[config.mk]
export PLATFORM = sky130hd
export DESIGN_NAME = h_and16_arb
export DESIGN_NICKNAME = d
export VERILOG_FILES = /design/src/rtl/h_and16_arb.sv
export SDC_FILE = /design/constraint.sdc
export NUM_CORES = 1
export LEC_CHECK = 0
export ABC_AREA = 1
export CORE_UTILIZATION = 30
export CTS_BUF_LIST = sky130_fd_sc_hd__clkbuf_8
export CTS_CLUSTER_DIAMETER = 50
export DETAILED_ROUTE_END_ITERATION = 12
export GPL_TIMING_DRIVEN = 0
export PLACE_DENSITY_LB_ADDON = 0.05
export SLEW_MARGIN = 20
export SYNTH_ARGS = -nofsm -noshare
export SYNTH_HDL_FRONTEND = slang
export SYNTH_SLANG_ARGS = --single-unit
[constraint.sdc]
create_clock -name clk -period 4 [get_ports clk]
set_clock_uncertainty 0.2 [all_clocks]
set_input_delay 0.4 -clock clk [delete_from_list [all_inputs] [get_ports clk]]
set_output_delay 0.4 -clock clk [all_outputs]
set_load 0.005 [all_outputs]
[src/rtl/h_and16_arb.sv]
// h_and16_arb: two requesters share one 16-bit AND unit.
// Round-robin arbitration, one op in flight, IDLE/EXEC/RESP FSM.

module h_and16_unit (
    input  logic [15:0] a_i,
    input  logic [15:0] b_i,
    output logic [15:0] y_o
);

    assign y_o = a_i & b_i;

endmodule

module h_and16_arb #(
    parameter int PRIO_INIT = 0
) (
    input  logic        clk,
    input  logic        rst_n,
    input  logic        req0_valid,
    input  logic [15:0] req0_a,
    input  logic [15:0] req0_b,
    output logic        req0_ready,
    input  logic        req1_valid,
    input  logic [15:0] req1_a,
    input  logic [15:0] req1_b,
    output logic        req1_ready,
    output logic        rsp_valid,
    output logic [15:0] rsp_data,
    output logic        rsp_id,
    input  logic        rsp_ready,
    output logic        busy
);

    typedef enum logic [1:0] {
        IDLE = 2'd0,
        EXEC = 2'd1,
        RESP = 2'd2
    } state_t;

    localparam logic PTR_RST = (PRIO_INIT != 0);

    state_t      state_q, state_d;
    logic        ptr_q, ptr_d;
    logic [15:0] op_a_q, op_a_d;
    logic [15:0] op_b_q, op_b_d;
    logic        op_id_q, op_id_d;
    logic        rsp_valid_q, rsp_valid_d;
    logic [15:0] rsp_data_q, rsp_data_d;
    logic        rsp_id_q, rsp_id_d;

    logic        grant0, grant1;
    logic        acc0, acc1;
    logic [15:0] and_y;

    // the one shared AND unit, fed only from the operand registers
    h_and16_unit u_and (
        .a_i (op_a_q),
        .b_i (op_b_q),
        .y_o (and_y)
    );

    // a lone requester wins outright; a tie goes to ptr
    always_comb begin
        grant0 = req0_valid & (~req1_valid | ~ptr_q);
        grant1 = req1_valid & (~req0_valid | ptr_q);
    end

    // readys only offered in IDLE and never while reset is held
    assign req0_ready = rst_n & (state_q == IDLE) & grant0;
    assign req1_ready = rst_n & (state_q == IDLE) & grant1;

    assign acc0 = req0_valid & req0_ready;
    assign acc1 = req1_valid & req1_ready;

    // next-state: capture on accept, compute in EXEC, hold in RESP
    always_comb begin
        state_d     = state_q;
        ptr_d       = ptr_q;
        op_a_d      = op_a_q;
        op_b_d      = op_b_q;
        op_id_d     = op_id_q;
        rsp_valid_d = rsp_valid_q;
        rsp_data_d  = rsp_data_q;
        rsp_id_d    = rsp_id_q;
        unique case (state_q)
            IDLE: begin
                if (acc0) begin
                    op_a_d  = req0_a;
                    op_b_d  = req0_b;
                    op_id_d = 1'b0;
                    state_d = EXEC;
                end else if (acc1) begin
                    op_a_d  = req1_a;
                    op_b_d  = req1_b;
                    op_id_d = 1'b1;
                    state_d = EXEC;
                end
            end
            EXEC: begin
                rsp_data_d  = and_y;
                rsp_id_d    = op_id_q;
                rsp_valid_d = 1'b1;
                state_d     = RESP;
            end
            RESP: begin
                if (rsp_ready) begin
                    rsp_valid_d = 1'b0;
                    ptr_d       = ~rsp_id_q;
                    state_d     = IDLE;
                end
            end
            default: begin
                state_d     = IDLE;
                rsp_valid_d = 1'b0;
            end
        endcase
    end

    // state registers; reset drops any in-flight transaction
    always_ff @(posedge clk or negedge rst_n) begin
        if (!rst_n) begin
            state_q     <= IDLE;
            ptr_q       <= PTR_RST;
            op_a_q      <= 16'h0000;
            op_b_q      <= 16'h0000;
            op_id_q     <= 1'b0;
            rsp_valid_q <= 1'b0;
            rsp_data_q  <= 16'h0000;
            rsp_id_q    <= 1'b0;
        end else begin
            state_q     <= state_d;
            ptr_q       <= ptr_d;
            op_a_q      <= op_a_d;
            op_b_q      <= op_b_d;
            op_id_q     <= op_id_d;
            rsp_valid_q <= rsp_valid_d;
            rsp_data_q  <= rsp_data_d;
            rsp_id_q    <= rsp_id_d;
        end
    end

    assign rsp_valid = rsp_valid_q;
    assign rsp_data  = rsp_data_q;
    assign rsp_id    = rsp_id_q;
    assign busy      = (state_q != IDLE);

endmodule

==> run summary <==
PostCTS Resize Cnt -> 0
I/O Pins -> 90
Worst setup SP type -> primary input
Die extent in x -> 96.8 microns
Via Count -> 2400
First-pass GRT wire length -> 12.2 mm
Initial core utilization -> 0.309
Avg WL per Cell -> 13.5 microns
Count of cell types in the netlist -> 20
Crit path capture type -> output port
ANT nets after route -> 0
Final setup viols -> 0
DR DRC count -> 0
Headroom to the max-slew limit -> 0.652
Pin count of the biggest net entering global routing -> 30
Inst Count DP -> 537
Yosys reg bits -> 54
Post CTS Setup Buffer Count -> 0
Hold Vio Cnt, Final -> 0
Synth Instances -> 339
Post-DR vias/cell -> 4.40
Total CTS buffers -> 5
Clk_lat worst skew -> 310 ps
Share of cells above drive strength 1 -> 0.0731
Fraction of the mapped netlist area in adder cells -> 0
CTS clk-pin slew, worst paths -> 100 ps
Clk buf depth -> 2
Sink Count -> 54
WL met2 -> 3.59 mm
Syn Nets -> 408
Setup tns final -> 0 ps
Synth Area in Compound Gates -> 0.0969
Count of non-filler cells in the finished layout -> 546
Area growth syn-to-layout -> 44.2%
Synth top area cells -> dfrtp_1 50%, nand2_1 19%, nand3_1 9.1%
Ys Warns -> 0
Routed wire length -> 7.35 mm
Fin crit period -> 3250 ps
Detailed-routing wirelength on met1 -> 3.40 mm
Final Slew Violations -> 0
Count of buffers from port buffering -> 89
Post-DP HPWL -> 5.46 mm
Initial antenna violation count -> 0
Die area -> 9380 sq um
Drt first-iter violations -> 70
XOR/XNOR share of the synthesized area -> 0
Worst R2R Setup Slack -> 2150 ps
Pre-CTS worst setup slack -> 1230 ps
Fmax -> 307 MHz
CP Class -> in -> out
Root buffer cell -> clkbuf_8
Combinational family with the most area after synthesis -> simple AND/OR/NAND/NOR gates
Critical Path Fanout Max -> 29
Final nets -> 506
Std-Cell Rows -> 34
Die Y -> 96.8 microns
Worst EP arrival -> 2650 ps
Number of max-cap violations -> 0
Simple-gate area share of the yosys netlist -> 0.317
Cell Area, Synth -> 2700 sq um
CTS H-tree lvls -> 2
Worst-Margin Slew -> 521 ps
Worst vdd ir -> 198 uV
Fin crit share -> 0.813
Number of global-route vias before repair -> 2449
Met3 wire len -> 302 microns
Post-synthesis mux area share -> 0
Seq/Total Area, Yosys -> 0.501
Async SR Flop Fraction -> 1.00
Top-count cell post-synth -> nand2_1
Remaining global-route overflow -> 0
# diodes -> 0
Synth cell count leaders -> 139 x nand2_1, 54 x dfrtp_1, 49 x nand3_1
RSZ-0062 raised after global routing -> no
Synth top area share -> 0.501
Post-synth top area cell -> dfrtp_1
GP Congestion -> 0.759
WP data required -> 3400 ps
Status -> finished clean
Core Area -> 8720 sq um
All-Layer GR Usage -> 0.165
Hold crit path type -> reg -> reg
Ys flop type -> dfrtp_1
DR pass1 iterations -> 4
Avg Synthesized Cell Area -> 7.96 sq um
Leak -> 1.94 nW
Number of synthesized flops with an enable pin -> 0
PD cells -> 560 nW/um^2
Final worst setup slack -> 746 ps
Final hold slack -> 278 ps
DR top layer -> met4
CTS tree -> built
[power breakdown]
part	internal, mW	switching (mW)	leakage, nW
clock	0.251	0.187	0.0683
combinational	0.391	0.418	1.19
sequential	0.784	0.146	0.691
total	1.43	0.751	1.94
[cell usage in the layout (no fill, tap or decap), types with 5 or more instances in the layout]
| master | n |
|---|---|
| nand2_1 | 139 |
| clkdlybuf4s50_1 | 88 |
| dfrtp_1 | 54 |
| nand3_1 | 49 |
| inv_1 | 35 |
| o21bai_1 | 32 |
| buf_2 | 10 |
| clkbuf_8 | 5 |
[critical path, cell delays in order]
cell             delay, ps
dlygate4sd3_1          530
buf_4                  340
buf_12                 250
nand2_4                150
nor2_8                 180
buf_2                  250
clkdlybuf4s50_1        530
[layer usage]
layer / global-route usage / up-vias
met5: 0 / -
met4: 0.0379 / 0
met3: 0.0311 / 4
met2: 0.284 / 53
met1: 0.213 / 1092
li1: - / 1251
[stage by stage]
step                      utilization  instance area [sq um]  power (mW)
after floorplan                     -                   2700        1.36
after global placement          0.427                   3720        1.75
after detailed placement        0.429                   3740        1.76
after CTS                       0.446                   3890        2.21
after global routing            0.446                   3890        2.35
final                           0.446                   3890        2.18
[what timing repair did]
item | 4_1_cts | 5_1_grt
endpoints found under the hold margin | 26 | 0
setup endpoints to repair | 0 | 0
hold buffers | 1 | 0
[sequential cells by signal (all words and copies together) (netlist names)]
register	count
op_a_q	16
op_b_q	16
op_id_q	1
ptr_q	1
rsp_data	16
rsp_id	1
rsp_valid	1
state_q	2
[logic make-up (layout without fill, tap and decap cells)]
| group | count (synthesis) | count (layout) |
|---|---|---|
| flops | 54 | 54 |
| simple gates | 198 | 198 |
| buf+inv | 53 | 152 |
| compound gates | 34 | 34 |
[cell type report]
type / count / area [sq um]
Timing Repair Buffer: 91 / 918
Tap cell: 108 / 135
Multi-Input combinational cell: 232 / 1120
Inverter: 36 / 135
Buffer: 17 / 95.1
Clock inverter: 3 / 68.8
Fill cell: 922 / 4830
Clock buffer: 5 / 68.8
Sequential cell: 54 / 1350
[path summary, 6_finish.rpt]
kind,start,end,depth (start not counted)
max,rst_n,req0_ready,7
min,rsp_valid$_DFFE_PN0P_,rsp_valid$_DFFE_PN0P_,2
max reg2reg,state_q[1]$_DFFE_PN0P_,rsp_data[14]$_DFFE_PN0P_,5
min reg2reg,rsp_valid$_DFFE_PN0P_,rsp_valid$_DFFE_PN0P_,2
max in group asynchronous,rst_n,op_b_q[14]$_DFFE_PN0P_,3
min in group asynchronous,rst_n,rsp_data[7]$_DFFE_PN0P_,2
(Power assumes the default switching activity.)
